## src/rtl/multicycle_control_fsm_if.sv

```systemverilog
// Control bundle between the multicycle sequencer and the MIPS datapath/memory.
// The sequencer sits on the slave side; the datapath (or a bench) drives the master side.
interface multicycle_control_fsm_if #(
    parameter int OPW  = 6,
    parameter int SW_W = 4
);
    logic [OPW-1:0]  opcode;
    logic [OPW-1:0]  funct;
    logic            mem_ready;
    logic            pc_write;
    logic            pc_write_cond;
    logic            iord;
    logic            mem_read;
    logic            mem_write;
    logic            ir_write;
    logic            mem_to_reg;
    logic            reg_dst;
    logic            reg_write;
    logic            jal;
    logic            alu_src_a;
    logic [1:0]      alu_src_b;
    logic [2:0]      alu_op;
    logic [1:0]      pc_source;
    logic [SW_W-1:0] state;

    modport master (
        output opcode, funct, mem_ready,
        input  pc_write, pc_write_cond, iord, mem_read, mem_write, ir_write,
               mem_to_reg, reg_dst, reg_write, jal, alu_src_a, alu_src_b,
               alu_op, pc_source, state
    );

    modport slave (
        input  opcode, funct, mem_ready,
        output pc_write, pc_write_cond, iord, mem_read, mem_write, ir_write,
               mem_to_reg, reg_dst, reg_write, jal, alu_src_a, alu_src_b,
               alu_op, pc_source, state
    );
endinterface

```

## src/rtl/multicycle_control_fsm.sv

```systemverilog
// Moore sequencer for the multicycle MIPS datapath: fetch/decode/execute/writeback
// with wait states on a shared variable-latency instruction/data memory.
module multicycle_control_fsm #(
    parameter int OPW  = 6,
    parameter int SW_W = 4
) (
    input  logic                      clk,
    input  logic                      reset,
    multicycle_control_fsm_if.slave   io_bus
);

    typedef enum logic [SW_W-1:0] {
        FETCH   = SW_W'(0),
        DECODE  = SW_W'(1),
        MEMADR  = SW_W'(2),
        MEMRD   = SW_W'(3),
        MEMWB   = SW_W'(4),
        MEMWR   = SW_W'(5),
        RTEXE   = SW_W'(6),
        RTWB    = SW_W'(7),
        BRANCH  = SW_W'(8),
        JUMP    = SW_W'(9),
        ADDIEXE = SW_W'(10),
        ADDIWB  = SW_W'(11),
        JALST   = SW_W'(12),
        JR      = SW_W'(13)
    } state_t;

    typedef struct packed {
        logic       pc_write;
        logic       pc_write_cond;
        logic       iord;
        logic       mem_read;
        logic       mem_write;
        logic       mem_to_reg;
        logic       reg_dst;
        logic       reg_write;
        logic       jal;
        logic       alu_src_a;
        logic [1:0] alu_src_b;
        logic [2:0] alu_op;
        logic [1:0] pc_source;
    } ctrl_t;

    localparam logic [OPW-1:0] OP_RTYPE = OPW'(0);
    localparam logic [OPW-1:0] OP_J     = OPW'(2);
    localparam logic [OPW-1:0] OP_JAL   = OPW'(3);
    localparam logic [OPW-1:0] OP_BEQ   = OPW'(4);
    localparam logic [OPW-1:0] OP_ADDI  = OPW'(8);
    localparam logic [OPW-1:0] OP_LW    = OPW'(35);
    localparam logic [OPW-1:0] OP_SW    = OPW'(43);
    localparam logic [OPW-1:0] FN_JR    = OPW'(8);

    state_t r_state;
    ctrl_t  r_ctrl;
    state_t w_next;
    logic   w_fetch_go;

    // Per-state control word; anything not listed for a state stays 0.
    function automatic ctrl_t decodeState(input state_t s);
        ctrl_t c;
        c = '0;
        case (s)
            FETCH:   begin c.mem_read = 1'b1; c.alu_src_b = 2'b01; end
            DECODE:  c.alu_src_b = 2'b11;
            MEMADR:  begin c.alu_src_a = 1'b1; c.alu_src_b = 2'b10; end
            MEMRD:   begin c.mem_read = 1'b1; c.iord = 1'b1; end
            MEMWB:   begin c.reg_write = 1'b1; c.mem_to_reg = 1'b1; end
            MEMWR:   begin c.mem_write = 1'b1; c.iord = 1'b1; end
            RTEXE:   begin c.alu_src_a = 1'b1; c.alu_op = 3'b010; end
            RTWB:    begin c.reg_write = 1'b1; c.reg_dst = 1'b1; end
            BRANCH:  begin
                c.alu_src_a     = 1'b1;
                c.alu_op        = 3'b001;
                c.pc_write_cond = 1'b1;
                c.pc_source     = 2'b01;
            end
            JUMP:    begin c.pc_write = 1'b1; c.pc_source = 2'b10; end
            ADDIEXE: begin c.alu_src_a = 1'b1; c.alu_src_b = 2'b10; end
            ADDIWB:  c.reg_write = 1'b1;
            JALST:   begin
                c.reg_write = 1'b1;
                c.jal       = 1'b1;
                c.pc_write  = 1'b1;
                c.pc_source = 2'b10;
            end
            JR:      begin c.pc_write = 1'b1; c.pc_source = 2'b11; end
            default: c = '0;
        endcase
        return c;
    endfunction

    // Unused encodings fall through to FETCH so a corrupted state self-recovers.
    always_comb begin
        w_next = FETCH;
        case (r_state)
            FETCH:   w_next = io_bus.mem_ready ? DECODE : FETCH;
            DECODE: begin
                case (io_bus.opcode)
                    OP_LW, OP_SW: w_next = MEMADR;
                    OP_RTYPE:     w_next = (io_bus.funct == FN_JR) ? JR : RTEXE;
                    OP_BEQ:       w_next = BRANCH;
                    OP_J:         w_next = JUMP;
                    OP_JAL:       w_next = JALST;
                    OP_ADDI:      w_next = ADDIEXE;
                    default:      w_next = FETCH;
                endcase
            end
            MEMADR:  w_next = (io_bus.opcode == OP_SW) ? MEMWR : MEMRD;
            MEMRD:   w_next = io_bus.mem_ready ? MEMWB : MEMRD;
            MEMWR:   w_next = io_bus.mem_ready ? FETCH : MEMWR;
            RTEXE:   w_next = RTWB;
            ADDIEXE: w_next = ADDIWB;
            default: w_next = FETCH;
        endcase
    end

    // Control word is registered from the next state so it lines up with r_state.
    always_ff @(posedge clk or posedge reset) begin
        if (reset) begin
            r_state <= FETCH;
            r_ctrl  <= decodeState(FETCH);
        end else begin
            r_state <= w_next;
            r_ctrl  <= decodeState(w_next);
        end
    end

    // Fetch completes in the cycle memory answers, so IR/PC loads follow mem_ready there.
    assign w_fetch_go = (r_state == FETCH) && io_bus.mem_ready && !reset;

    assign io_bus.pc_write      = r_ctrl.pc_write | w_fetch_go;
    assign io_bus.ir_write      = w_fetch_go;
    assign io_bus.pc_write_cond = r_ctrl.pc_write_cond;
    assign io_bus.iord          = r_ctrl.iord;
    assign io_bus.mem_read      = r_ctrl.mem_read;
    assign io_bus.mem_write     = r_ctrl.mem_write;
    assign io_bus.mem_to_reg    = r_ctrl.mem_to_reg;
    assign io_bus.reg_dst       = r_ctrl.reg_dst;
    assign io_bus.reg_write     = r_ctrl.reg_write;
    assign io_bus.jal           = r_ctrl.jal;
    assign io_bus.alu_src_a     = r_ctrl.alu_src_a;
    assign io_bus.alu_src_b     = r_ctrl.alu_src_b;
    assign io_bus.alu_op        = r_ctrl.alu_op;
    assign io_bus.pc_source     = r_ctrl.pc_source;
    assign io_bus.state         = r_state;

endmodule

```

## src/flat_wrapper.sv

```systemverilog
// flat-port wrapper written by rule: the top's interface ports become plain ports
module multicycle_control_fsm_flat 
#(
    parameter int OPW  = 6,
    parameter int SW_W = 4
)
  (clk, reset, io_bus_opcode, io_bus_funct, io_bus_mem_ready, io_bus_pc_write, io_bus_pc_write_cond, io_bus_iord, io_bus_mem_read, io_bus_mem_write, io_bus_ir_write, io_bus_mem_to_reg, io_bus_reg_dst, io_bus_reg_write, io_bus_jal, io_bus_alu_src_a, io_bus_alu_src_b, io_bus_alu_op, io_bus_pc_source, io_bus_state);
  multicycle_control_fsm_if #(.OPW(OPW), .SW_W(SW_W)) io_bus_i ();
  input  logic clk;
  input  logic reset;
  input wire logic [$bits(io_bus_i.opcode)-1:0] io_bus_opcode;
  input wire logic [$bits(io_bus_i.funct)-1:0] io_bus_funct;
  input wire logic [$bits(io_bus_i.mem_ready)-1:0] io_bus_mem_ready;
  output wire logic [$bits(io_bus_i.pc_write)-1:0] io_bus_pc_write;
  output wire logic [$bits(io_bus_i.pc_write_cond)-1:0] io_bus_pc_write_cond;
  output wire logic [$bits(io_bus_i.iord)-1:0] io_bus_iord;
  output wire logic [$bits(io_bus_i.mem_read)-1:0] io_bus_mem_read;
  output wire logic [$bits(io_bus_i.mem_write)-1:0] io_bus_mem_write;
  output wire logic [$bits(io_bus_i.ir_write)-1:0] io_bus_ir_write;
  output wire logic [$bits(io_bus_i.mem_to_reg)-1:0] io_bus_mem_to_reg;
  output wire logic [$bits(io_bus_i.reg_dst)-1:0] io_bus_reg_dst;
  output wire logic [$bits(io_bus_i.reg_write)-1:0] io_bus_reg_write;
  output wire logic [$bits(io_bus_i.jal)-1:0] io_bus_jal;
  output wire logic [$bits(io_bus_i.alu_src_a)-1:0] io_bus_alu_src_a;
  output wire logic [$bits(io_bus_i.alu_src_b)-1:0] io_bus_alu_src_b;
  output wire logic [$bits(io_bus_i.alu_op)-1:0] io_bus_alu_op;
  output wire logic [$bits(io_bus_i.pc_source)-1:0] io_bus_pc_source;
  output wire logic [$bits(io_bus_i.state)-1:0] io_bus_state;
  assign io_bus_i.opcode = io_bus_opcode;
  assign io_bus_i.funct = io_bus_funct;
  assign io_bus_i.mem_ready = io_bus_mem_ready;
  assign io_bus_pc_write = io_bus_i.pc_write;
  assign io_bus_pc_write_cond = io_bus_i.pc_write_cond;
  assign io_bus_iord = io_bus_i.iord;
  assign io_bus_mem_read = io_bus_i.mem_read;
  assign io_bus_mem_write = io_bus_i.mem_write;
  assign io_bus_ir_write = io_bus_i.ir_write;
  assign io_bus_mem_to_reg = io_bus_i.mem_to_reg;
  assign io_bus_reg_dst = io_bus_i.reg_dst;
  assign io_bus_reg_write = io_bus_i.reg_write;
  assign io_bus_jal = io_bus_i.jal;
  assign io_bus_alu_src_a = io_bus_i.alu_src_a;
  assign io_bus_alu_src_b = io_bus_i.alu_src_b;
  assign io_bus_alu_op = io_bus_i.alu_op;
  assign io_bus_pc_source = io_bus_i.pc_source;
  assign io_bus_state = io_bus_i.state;
  multicycle_control_fsm #(.OPW(OPW), .SW_W(SW_W)) u_core (.clk(clk), .reset(reset), .io_bus(io_bus_i));
endmodule
```

## config.mk

```make
export PLATFORM = sky130hd
export DESIGN_NAME = multicycle_control_fsm_flat
export DESIGN_NICKNAME = d
export VERILOG_FILES = /design/src/rtl/multicycle_control_fsm_if.sv /design/src/rtl/multicycle_control_fsm.sv /design/src/flat_wrapper.sv
export SDC_FILE = /design/constraint.sdc
export NUM_CORES = 1
export LEC_CHECK = 0
export BUFFER_PORTS_ARGS = -buffer_cell sky130_fd_sc_hd__buf_2
export CAP_MARGIN = 15
export CORE_MARGIN = 4
export CORE_UTILIZATION = 44
export CTS_CLUSTER_DIAMETER = 100
export DETAILED_ROUTE_END_ITERATION = 8
export PLACE_DENSITY = 0.74
export SYNTH_ARGS = -nofsm -noshare
export SYNTH_HDL_FRONTEND = slang
export SYNTH_SLANG_ARGS = --single-unit
```

## constraint.sdc

```tcl
create_clock -name clk -period 2 [get_ports clk]
set_clock_uncertainty 0.1 [all_clocks]
set_input_delay 0.3 -clock clk [delete_from_list [all_inputs] [get_ports clk]]
set_output_delay 0.3 -clock clk [all_outputs]
set_load 0.05 [all_outputs]
```

# After elaboration in Yosys (flattened, before gate mapping)
# Cells that the tools add are included.
# word_totals
regBits	20
output_inout_bits	22
# classes
n_eq_ne	26
muxes	20
bitwise_logic	1
n_reduce_logical	14
# ops
op	n
$eq A4 B4 Y1 const B	7
$pmux W4 S7	1
$eq A4 B3 Y1 const B	6
$pmux W4 S6	1
$eq A4 B2 Y1 const B	4
$eq A6 B2 Y1 const B	2
$eq A6 B4 Y1 const B	2
$eq A6 B6 Y1 const B	2
$pmux W2 S3	2
$mux W1	11
$reduce_or A2 Y1	5
$mux W3	3
$eq A4 B1 Y1 const B	2
$logic_not A4 Y1	2
$reduce_or A4 Y1	2
$eq A6 B3 Y1 const B	1
$logic_not A6 Y1	1
$mux W4	1
$pmux W2 S2	1
$reduce_or A3 Y1	1
$logic_and A1 B1 Y1	2
$logic_not A1 Y1	1
$or A1 B1 Y1	1

# Longest topological paths before layout
# Gate-level depths: netlist of the first run.
# depth
depth_word	7
mapped_depth	7

# Worst setup path before layout of the first run
# OpenSTA, ideal clock, no wires.
# synth_timing
path_kind	register -> output
from	reg u_core.r_state[0] (netlist: u_core.io_bus.state[0])
to	out io_bus_pc_write
arrival_time_ns	2.159
required_ns	1.600
slack_ns	-0.559
path_stages_with_launch	6
cell_sequence	dfrtp_1 -> buf_2 -> nor2_1 -> nand4_1 -> nor2_1 -> or2_2
# synth_between
elab_chain_len	4
# synth_lines
element	line	text
start: declaration	multicycle_control_fsm.sv:54	state_t r_state;
start signal: assignment	multicycle_control_fsm.sv:124	r_state <= w_next;
$logic_not A4 Y1	multicycle_control_fsm.sv:130	assign w_fetch_go = (r_state == FETCH) && io_bus.mem_ready && !reset;
$logic_and A1 B1 Y1 (2 in series)	multicycle_control_fsm.sv:130	
net io_bus_ir_write	flat_wrapper.sv:19	output wire logic [$bits(io_bus_i.ir_write)-1:0] io_bus_ir_write;
$or A1 B1 Y1	multicycle_control_fsm.sv:132	assign io_bus.pc_write = r_ctrl.pc_write | w_fetch_go;
end: declaration	flat_wrapper.sv:14	output wire logic [$bits(io_bus_i.pc_write)-1:0] io_bus_pc_write;
# The timed path passes the listed nets, and every way through them passes these cells.

# Worst setup path after layout of the first run
# layout_timing
from	reg u_core.r_state[3] (netlist: u_core.io_bus.state[3])
to	reg u_core.r_ctrl (netlist bit u_core.io_bus.iord)
# layout_between
elab_chain_len	5
word_cells_on_any_way	12
classes_between	eq/ne (8); mux (2); reduce/logical (2)
# layout_lines
element	line	text
$eq A4 B4 Y1 (tied with other cells)	multicycle_control_fsm.sv:96	case (r_state)
$pmux W4 S7 *	multicycle_control_fsm.sv:96	
$eq A4 B2 Y1 / $eq A4 B3 Y1 (equally long branches)	multicycle_control_fsm.sv:63	case (s)
$reduce_or A2 Y1 (no source line) *	n/a	
$mux W1 *	multicycle_control_fsm.sv:63	
end signal: assignment	multicycle_control_fsm.sv:122	r_ctrl <= decodeState(FETCH);
end signal: assignment	multicycle_control_fsm.sv:125	r_ctrl <= decodeState(w_next);
end: declaration	multicycle_control_fsm.sv:55	ctrl_t r_ctrl;
# Every way passes the cells marked *; elsewhere a longest branch is shown, timed or not.

==> summary.md, run 1 <==
The run gives -0.218 ns as the final worst slack. TritonCTS built the clock tree. Dominant cell by count in the synthesized netlist: sky130_fd_sc_hd__dfrtp_1. The run gives 0 as the max-cap check violation count. The cell type contributing the most total cell area after synthesis is sky130_fd_sc_hd__dfrtp_1. The type of destination of the critical path is a flip-flop.

The final standard cell utilization of the core was 0.674. The worst register-to-register path ends at u_core.io_bus.iord$_DFF_PP0_. Signed area change from the synthesized netlist to the final layout: 42.4%. The initial antenna violation count was 0. The largest individual stage delay along the critical path comes from the cell sky130_fd_sc_hd__or4b_4. Final routed wirelength across all metal layers: 2670 µm.

The top-area cell type share of the netlist area works out to 0.395. After clock tree synthesis, the clock-pin slew on the worst setup and hold paths is 0.10 ns. In this run, synthesis produced a sequential element count of 19.

The logs give 13 for the number of DRC markers after the initial detailed-route iteration and 0 for the number of max-slew violations in the final report. The synthesized design contains 0 enable-type register cells. Hold is met by 0.0204 ns. Setup repair after global routing could not meet its margin everywhere. The run finished, with violations left. The peak supply drop is 0.485 mV. In this run the worst setup path terminates at u_core.io_bus.iord$_DFF_PP0_.

The fraction of layout instances using a drive strength above 1 was 0.497. The routed layout has 1048 vias. By area the synthesized netlist is led by sky130_fd_sc_hd__dfrtp_1 (39%), sky130_fd_sc_hd__buf_4 (4.9%), sky130_fd_sc_hd__dfstp_2 (4.9%). The logs give 0.167 for the overall fraction of global-route tracks in use and 20 for the pin count of the biggest net entering global routing.

The run gives 0.444 as the portion of the post-synthesis area used by sequential elements. The first detailed-routing pass ran for 4 iterations. The count of nets left with antenna violations after detail routing was 0; the depth of the worst register-to-register path was 7. Fraction of the cycle the final worst path needs: 1.11. By count the netlist is led by sky130_fd_sc_hd__dfrtp_1 (17), sky130_fd_sc_hd__nor2_1 (13), sky130_fd_sc_hd__buf_4 (7), sky130_fd_sc_hd__inv_1 (7), sky130_fd_sc_hd__nand2_1 (7).

The run gives 0.29 ns as the clock network latency to the later pin of the worst-skew pair. The critical path starts at u_core.io_bus.state[3]$_DFF_PP0_. A synthesized cell averages 9.05 µm². The worst setup path is launched from a flip-flop. Among all flip-flop cells after synthesis, the most frequent one is sky130_fd_sc_hd__dfrtp_1.

The first global-routing pass estimated 4350 µm of wire. The critical path is of the reg2reg type. Synthesized net count: 134.

The critical path goes through or4b_4 -> or3_4 -> a211oi_4 -> nor2_4 -> buf_6 -> o21a_1 -> nor2_2. Setup slack on the worst reg-to-reg path comes out at -0.22 ns. After floorplanning, the core was sized to cover 0.00228 mm².

The path class of the tightest hold or removal check is in2async. The floorplan step set the die height to 57.5 µm. The die is 57.5 µm wide. Setup violations remaining at the end of the flow were counted as 11.

For the final count of hold timing violations, the log shows 0. The count of cell types in the netlist was 39; the number of clock sinks was 19. The pin slew with the least headroom to its limit came out at 0.679 ns.

The run gives 2.14 ns as the required arrival time at the worst endpoint. The largest single stage delay on the critical path is 0.55 ns. In the routed layout, each cell is associated on average with a via count of 5.27. The number of filler cells placed in the layout is 190, and the flip-flop count of the largest register after layout is 4. The count of pins on the block boundary was 37; the final estimated routing congestion in global placement was 0.881.

The number of warning messages in the yosys log is 0. The initial standard-cell utilization of the core was 0.473; the post-layout minimum cycle time was 2.22 ns. Detailed placement ended at an HPWL of 2040 µm.

The highest achievable clock rate is 451 MHz, and the H-tree level count is 1. The maximum clock insertion buffer count was 2; the number of design rule violations left after detail routing was 0. The peak fanout along the critical path works out to 6.

For the total clock buffers created by CTS, the log shows 3. In the final routed layout, each cell accounts on average for 13.4 µm. 0 antenna diodes ended up in the layout.

The power per cell area is 698 mW/mm². After synthesis the cells add up to 0.00108 mm². The number of rows in the core area came out at 17. Buffers placed on the I/O ports in this run total 35. The async set-reset flop share out of synthesis was 1.00.

For the via count of the first global-routing pass, the log shows 1018. The root buffer cell chosen for the clock tree is sky130_fd_sc_hd__clkbuf_4. The run gives 2.36 ns as the worst endpoint data arrival time.

The startpoint identified for the worst register-to-register timing path is u_core.io_bus.state[3]$_DFF_PP0_. The cell count after synthesis came out at 119. The run gives 0.00330 mm² as the floorplan die area.

The final reports fail on setup timing. The number of nets in the final layout was 187. For this design the static power due to leakage is 0.781 nW. After global routing the overflow that remains totals 0. Tightest slew margin relative to the limit: 0.547.
[where the power goes]
group          internal [mW]  switching, mW
clock                 0.0745          0.113
sequential             0.415        0.00891
combinational          0.181          0.278
[how the worst min path moves through the flow]
stage / slack, ns / depth (start not counted) / endpoint
6_report: 0.02 / 2 / u_core.io_bus.reg_write$_DFF_PP0_
5_1_grt: 0.08 / 2 / u_core.io_bus.alu_op[1]$_DFF_PP0_
4_1_cts: 0.04 / 2 / u_core.io_bus.alu_op[1]$_DFF_PP0_
3_5_place_dp: 0.37 / 2 / u_core.io_bus.reg_dst$_DFF_PP0_
3_3_place_gp: 0.35 / 2 / u_core.io_bus.reg_dst$_DFF_PP0_
2_1_floorplan: 0.15 / 1 / u_core.io_bus.alu_op[1]$_DFF_PP0_
[worst max-delay path: cells and delay by family, from the launching register on]
kind / cells / cell delay (ns)
and+or+nand+nor: 4 / 1.08
AOI/OAI and AO/OA: 2 / 0.44
DFF: 1 / 0.41
buffers and inverters: 1 / 0.13
[layout make-up]
class | instances | area [µm²] | area share
Inverter | 7 | 32.5 | 0.0212
Tap cell | 28 | 35.0 | 0.0228
Multi-Input combinational cell | 83 | 579 | 0.378
Timing Repair Buffer | 58 | 379 | 0.247
Sequential cell | 19 | 480 | 0.313
Clock inverter | 1 | 5.00 | 0.00326
Clock buffer | 3 | 22.5 | 0.0147
[layout by cell type, fill, tap and decap left out, types with 3 or more instances in the layout]
cell / n
sky130_fd_sc_hd__nand4_1: 4
sky130_fd_sc_hd__nor3b_1: 4
sky130_fd_sc_hd__nor2_4: 3
sky130_fd_sc_hd__o21ai_0: 4
sky130_fd_sc_hd__inv_1: 5
sky130_fd_sc_hd__nand2_1: 6
sky130_fd_sc_hd__and3_1: 3
sky130_fd_sc_hd__buf_6: 3
sky130_fd_sc_hd__dfrtp_1: 15
sky130_fd_sc_hd__buf_4: 20
sky130_fd_sc_hd__buf_2: 33
sky130_fd_sc_hd__clkbuf_4: 3
sky130_fd_sc_hd__nor2_1: 11
sky130_fd_sc_hd__a21oi_1: 4
sky130_fd_sc_hd__nand2b_1: 4
sky130_fd_sc_hd__nand3b_1: 3
[what timing repair did]
action                                  4_1_cts  5_1_grt
hold buffers                                  0        0
endpoints found under the setup margin       12       14
setup buffers                                 4        5
gates resized for setup                      10       17
pin swaps                                     2        9
[logic make-up (layout without fill, tap and decap cells)]
family | after synthesis | after routing | share of synthesized area
AND/OR/NAND/NOR | 57 | 57 | 0.301
XOR/XNOR | 3 | 3 | 0.0244
other | 1 | 1 | 0.00348
buffers and inverters | 17 | 69 | 0.0929
AO/OA/AOI/OAI | 22 | 22 | 0.135
flip-flops | 19 | 19 | 0.444
[per-stage QoR]
stage	cell area [µm²]	total power, mW	cells	setup WS [ns]	TNS, ns
finish	1530	1.07	199	-0.218	-1.42
global route	1530	1.13	199	-0.278	-2.53
CTS	1440	1.01	195	-0.121	-0.842
detailed placement	1340	0.789	187	-0.138	-0.897
global placement	1340	0.782	187	-0.0503	-0.250
floorplan	1090	0.695	119	-0.275	-2.62
[metal layers]
layer	share of wire	vias up	GRT usage
li1	-	516	-
met1	0.39	486	0.182
met2	0.52	40	0.313
met3	0.066	6	0.0452
met4	0.021	0	0.0464
met5	0	-	0
Power figures use the tool's default switching activity.
==> run 2: changes to the inputs <==
==> constraint.sdc (replaced) <==
create_clock -name clk -period 1.9 [get_ports clk]
set_clock_uncertainty 0.1 [all_clocks]
set_input_delay 0.285 -clock clk [delete_from_list [all_inputs] [get_ports clk]]
set_output_delay 0.285 -clock clk [all_outputs]
set_load 0.05 [all_outputs]
==> run 2 against run 1 <==
  * The flow still finishes with violations (setup timing)
  * Critical endpoint is now u_core.io_bus.alu_src_a$_DFF_PP0_
  * Critical path type unchanged
  * Fmax rose by 0.31%
  * Die area is the same
  * Register-to-register slack got worse by 0.09 ns
  * First-iteration DRC count rose to 4.4 times the previous value
  * Worst hold slack improved by 0.19 ns
  * Worst setup slack worse by 0.093 ns
==> summary.md, run 2 (synthesis results as in run 1) <==
The run finished, with violations left. The checks that failed: setup timing. The final count of hold timing violations was 0. The highest metal layer carrying signal wires in the routed design is met4. The clock drives 19 sinks. Startpoint of the most critical register-to-register path: u_core.io_bus.state[1]$_DFF_PP0_.

The peak fanout along the critical path came out at 7. Worst path buffer plus inverter count: 1. In the final layout, the multi-input gates occupy 563 µm². Fraction of layout instances using a drive strength above 1: 0.522. The detailed router finished its first iteration with 57 violations. VDD sags by at most 0.490 mV. Relative to the synthesized area, the layout overhead comes to 49.7%. The flip-flop count of the largest register after layout is 4, and the clock network latency to the later pin of the worst-skew pair is 0.29 ns. The fraction of the cycle the final worst path needs works out to 1.16. For the reported leakage power, the log shows 0.834 nW. The via count normalized by instance count came out at 5.48. The CTS clock-pin slew for the worst setup and hold paths works out to 0.11 ns.

The number of filler cells placed in the layout was 162; the final worst slack was -0.311 ns. The net count of the finished layout is 200. In this run the most critical hold path is launched from io_bus_mem_ready.

The type of the worst min-delay path is in2reg. For the initial antenna violation count, the log shows 0. The standard cell with the maximum stage delay on the critical path was sky130_fd_sc_hd__or4b_4. For this block, the routed nets add up to 3020 µm of wire.

The via count of the first global-routing pass was 1094. The first global-routing pass estimated 4820 µm of wire. Final routed wire length divided by cell count: 14.3 µm. The number of max-slew violations in the final report is 0. The kind of cell with the highest combined delay along the critical path is simple AND/OR/NAND/NOR gates. The path with the worst hold slack has its endpoint at u_core.io_bus.mem_to_reg$_DFF_PP0_.

Entering global routing, the biggest net connects 13 pins. The cell count of the worst hold path was 3. The critical path starts at u_core.io_bus.state[1]$_DFF_PP0_.

The routed length on met1 is 1220 µm, and the maximum cell stage delay along the critical path is 0.55 ns. Timing analysis after detailed placement gives a worst setup slack of -0.253 ns. At the end of routability-driven placement, the weighted congestion stood at 0.891. The number of rows in the core area was 17. STA classifies the critical path endpoint as a flip-flop.

The worst endpoint data arrival time was 2.30 ns; the met3 wire length was 221 µm. CTS placed an instance of sky130_fd_sc_hd__clkbuf_4 at the clock tree root. Final HPWL from detailed placement: 2050 µm. The count of pins on the block boundary came out at 37. The tools report the worst reg2reg path endpoint as u_core.io_bus.alu_src_a$_DFF_PP0_. The smallest clock period supported by the final layout is computed as 2.21 ns.

Adding up every negative setup slack in the final design gives -3.16 ns. Overflow left after global routing: 0. The top cell types in the final layout, fill and taps aside, are sky130_fd_sc_hd__buf_2 (34), sky130_fd_sc_hd__buf_4 (31), sky130_fd_sc_hd__dfrtp_1 (14).

Port buffering added 35 buffers. In this run the standard cell core region covers 0.00228 mm². The tools report the count of nets left with antenna violations after detail routing as 0. The initial standard-cell utilization of the core is 0.473, and the antenna diode count is 0. Traced cell by cell, the critical path runs through or4b_4 -> or3_4 -> a211oi_4 -> nor2_4 -> buf_4 -> nand2_2 -> a22oi_1. The final standard cell utilization of the core was 0.709; the total clock buffers created by CTS was 3.

The required arrival time at the worst endpoint is 1.99 ns, and the overall fraction of global-route tracks in use is 0.185. Critical path class: reg2reg. The maximum clock insertion buffer count is 2. TritonCTS built the clock tree. The power per cell area was 729 mW/mm²; the max-cap check violation count was 0. The amount of wire on met2 after detailed routing is 1510 µm.

For this block, the via count after detailed routing is 1162. The worst register-to-register path has a depth of 7. For the number of detailed-route iterations in the first pass, the log shows 4.

The number of design rule violations left after detail routing came out at 0. The H-tree level count was 1. Width of the chip: 57.5 µm. The highest achievable clock rate was 452 MHz. Most common cell after layout, fill and taps aside: sky130_fd_sc_hd__buf_2. The tools report the startpoint type of the worst setup path as a flip-flop. The die covers 0.00330 mm². The floorplan die height came out at 57.5 µm. In this run the register-to-register setup slack is -0.31 ns.

The setup violation total in the final timing report is 15, and the footprint of the flip-flops and latches is 482 µm². Setup repair after global routing could not meet its margin everywhere.
-- run 2: metrics by stage --
stage               hold slack (ns)  std cells  power, mW  area (µm²)
floorplan                     0.134        119      0.733        1090
global placement              0.225        193      0.831        1390
detailed placement            0.243        193      0.838        1390
CTS                           0.205        206       1.10        1540
global route                  0.217        212       1.23        1610
finish                        0.206        212       1.18        1610
-- run 2: power breakdown --
part	internal, mW	total (mW)	switching, mW
Sequential	0.438	0.451	0.0133
Combinational	0.218	0.525	0.307
Clock	0.0783	0.199	0.121
Total	0.734	1.18	0.441
-- run 2: final cells by class --
type / count / area share
inverters: 7 / 0.0178
flip-flops and latches: 19 / 0.299
well taps: 28 / 0.0217
clock buffers: 3 / 0.0140
repair buffers: 71 / 0.296
multi-input cells: 83 / 0.349
clock inverters: 1 / 0.00310
-- run 2: what timing repair did --
action,in CTS,in global routing
setup buffers,8,9
hold buffers,1,0
gates cloned,1,0
pin swaps,4,7
endpoints found under the setup margin,14,17
gates resized for setup,16,10
hold endpoints to repair,11,0
-- run 2: worst max-delay path by stage --
stage | cells past startpoint | slack [ns] | end
floorplan | 7 | -0.37 | u_core.io_bus.pc_source[0]$_DFF_PP0_
global placement | 6 | -0.15 | u_core.io_bus.iord$_DFF_PP0_
detailed placement | 6 | -0.25 | u_core.io_bus.reg_write$_DFF_PP0_
CTS | 6 | -0.25 | u_core.io_bus.reg_write$_DFF_PP0_
global route | 6 | -0.41 | u_core.r_ctrl[16]$_DFF_PP0_
finish | 7 | -0.31 | u_core.io_bus.alu_src_a$_DFF_PP0_
-- run 2: tightest hold or removal path, delay by kind of cell --
family                 cells  cell delay (ns)
AND/OR/NAND/NOR            2             0.14
buffers and inverters      1             0.13
-- run 2: per-layer routing --
layer | global-route usage | up-vias
met4 | 0.0728 | 0
met1 | 0.222 | 553
met3 | 0.0520 | 8
met5 | 0 | -
li1 | - | 544
met2 | 0.311 | 57
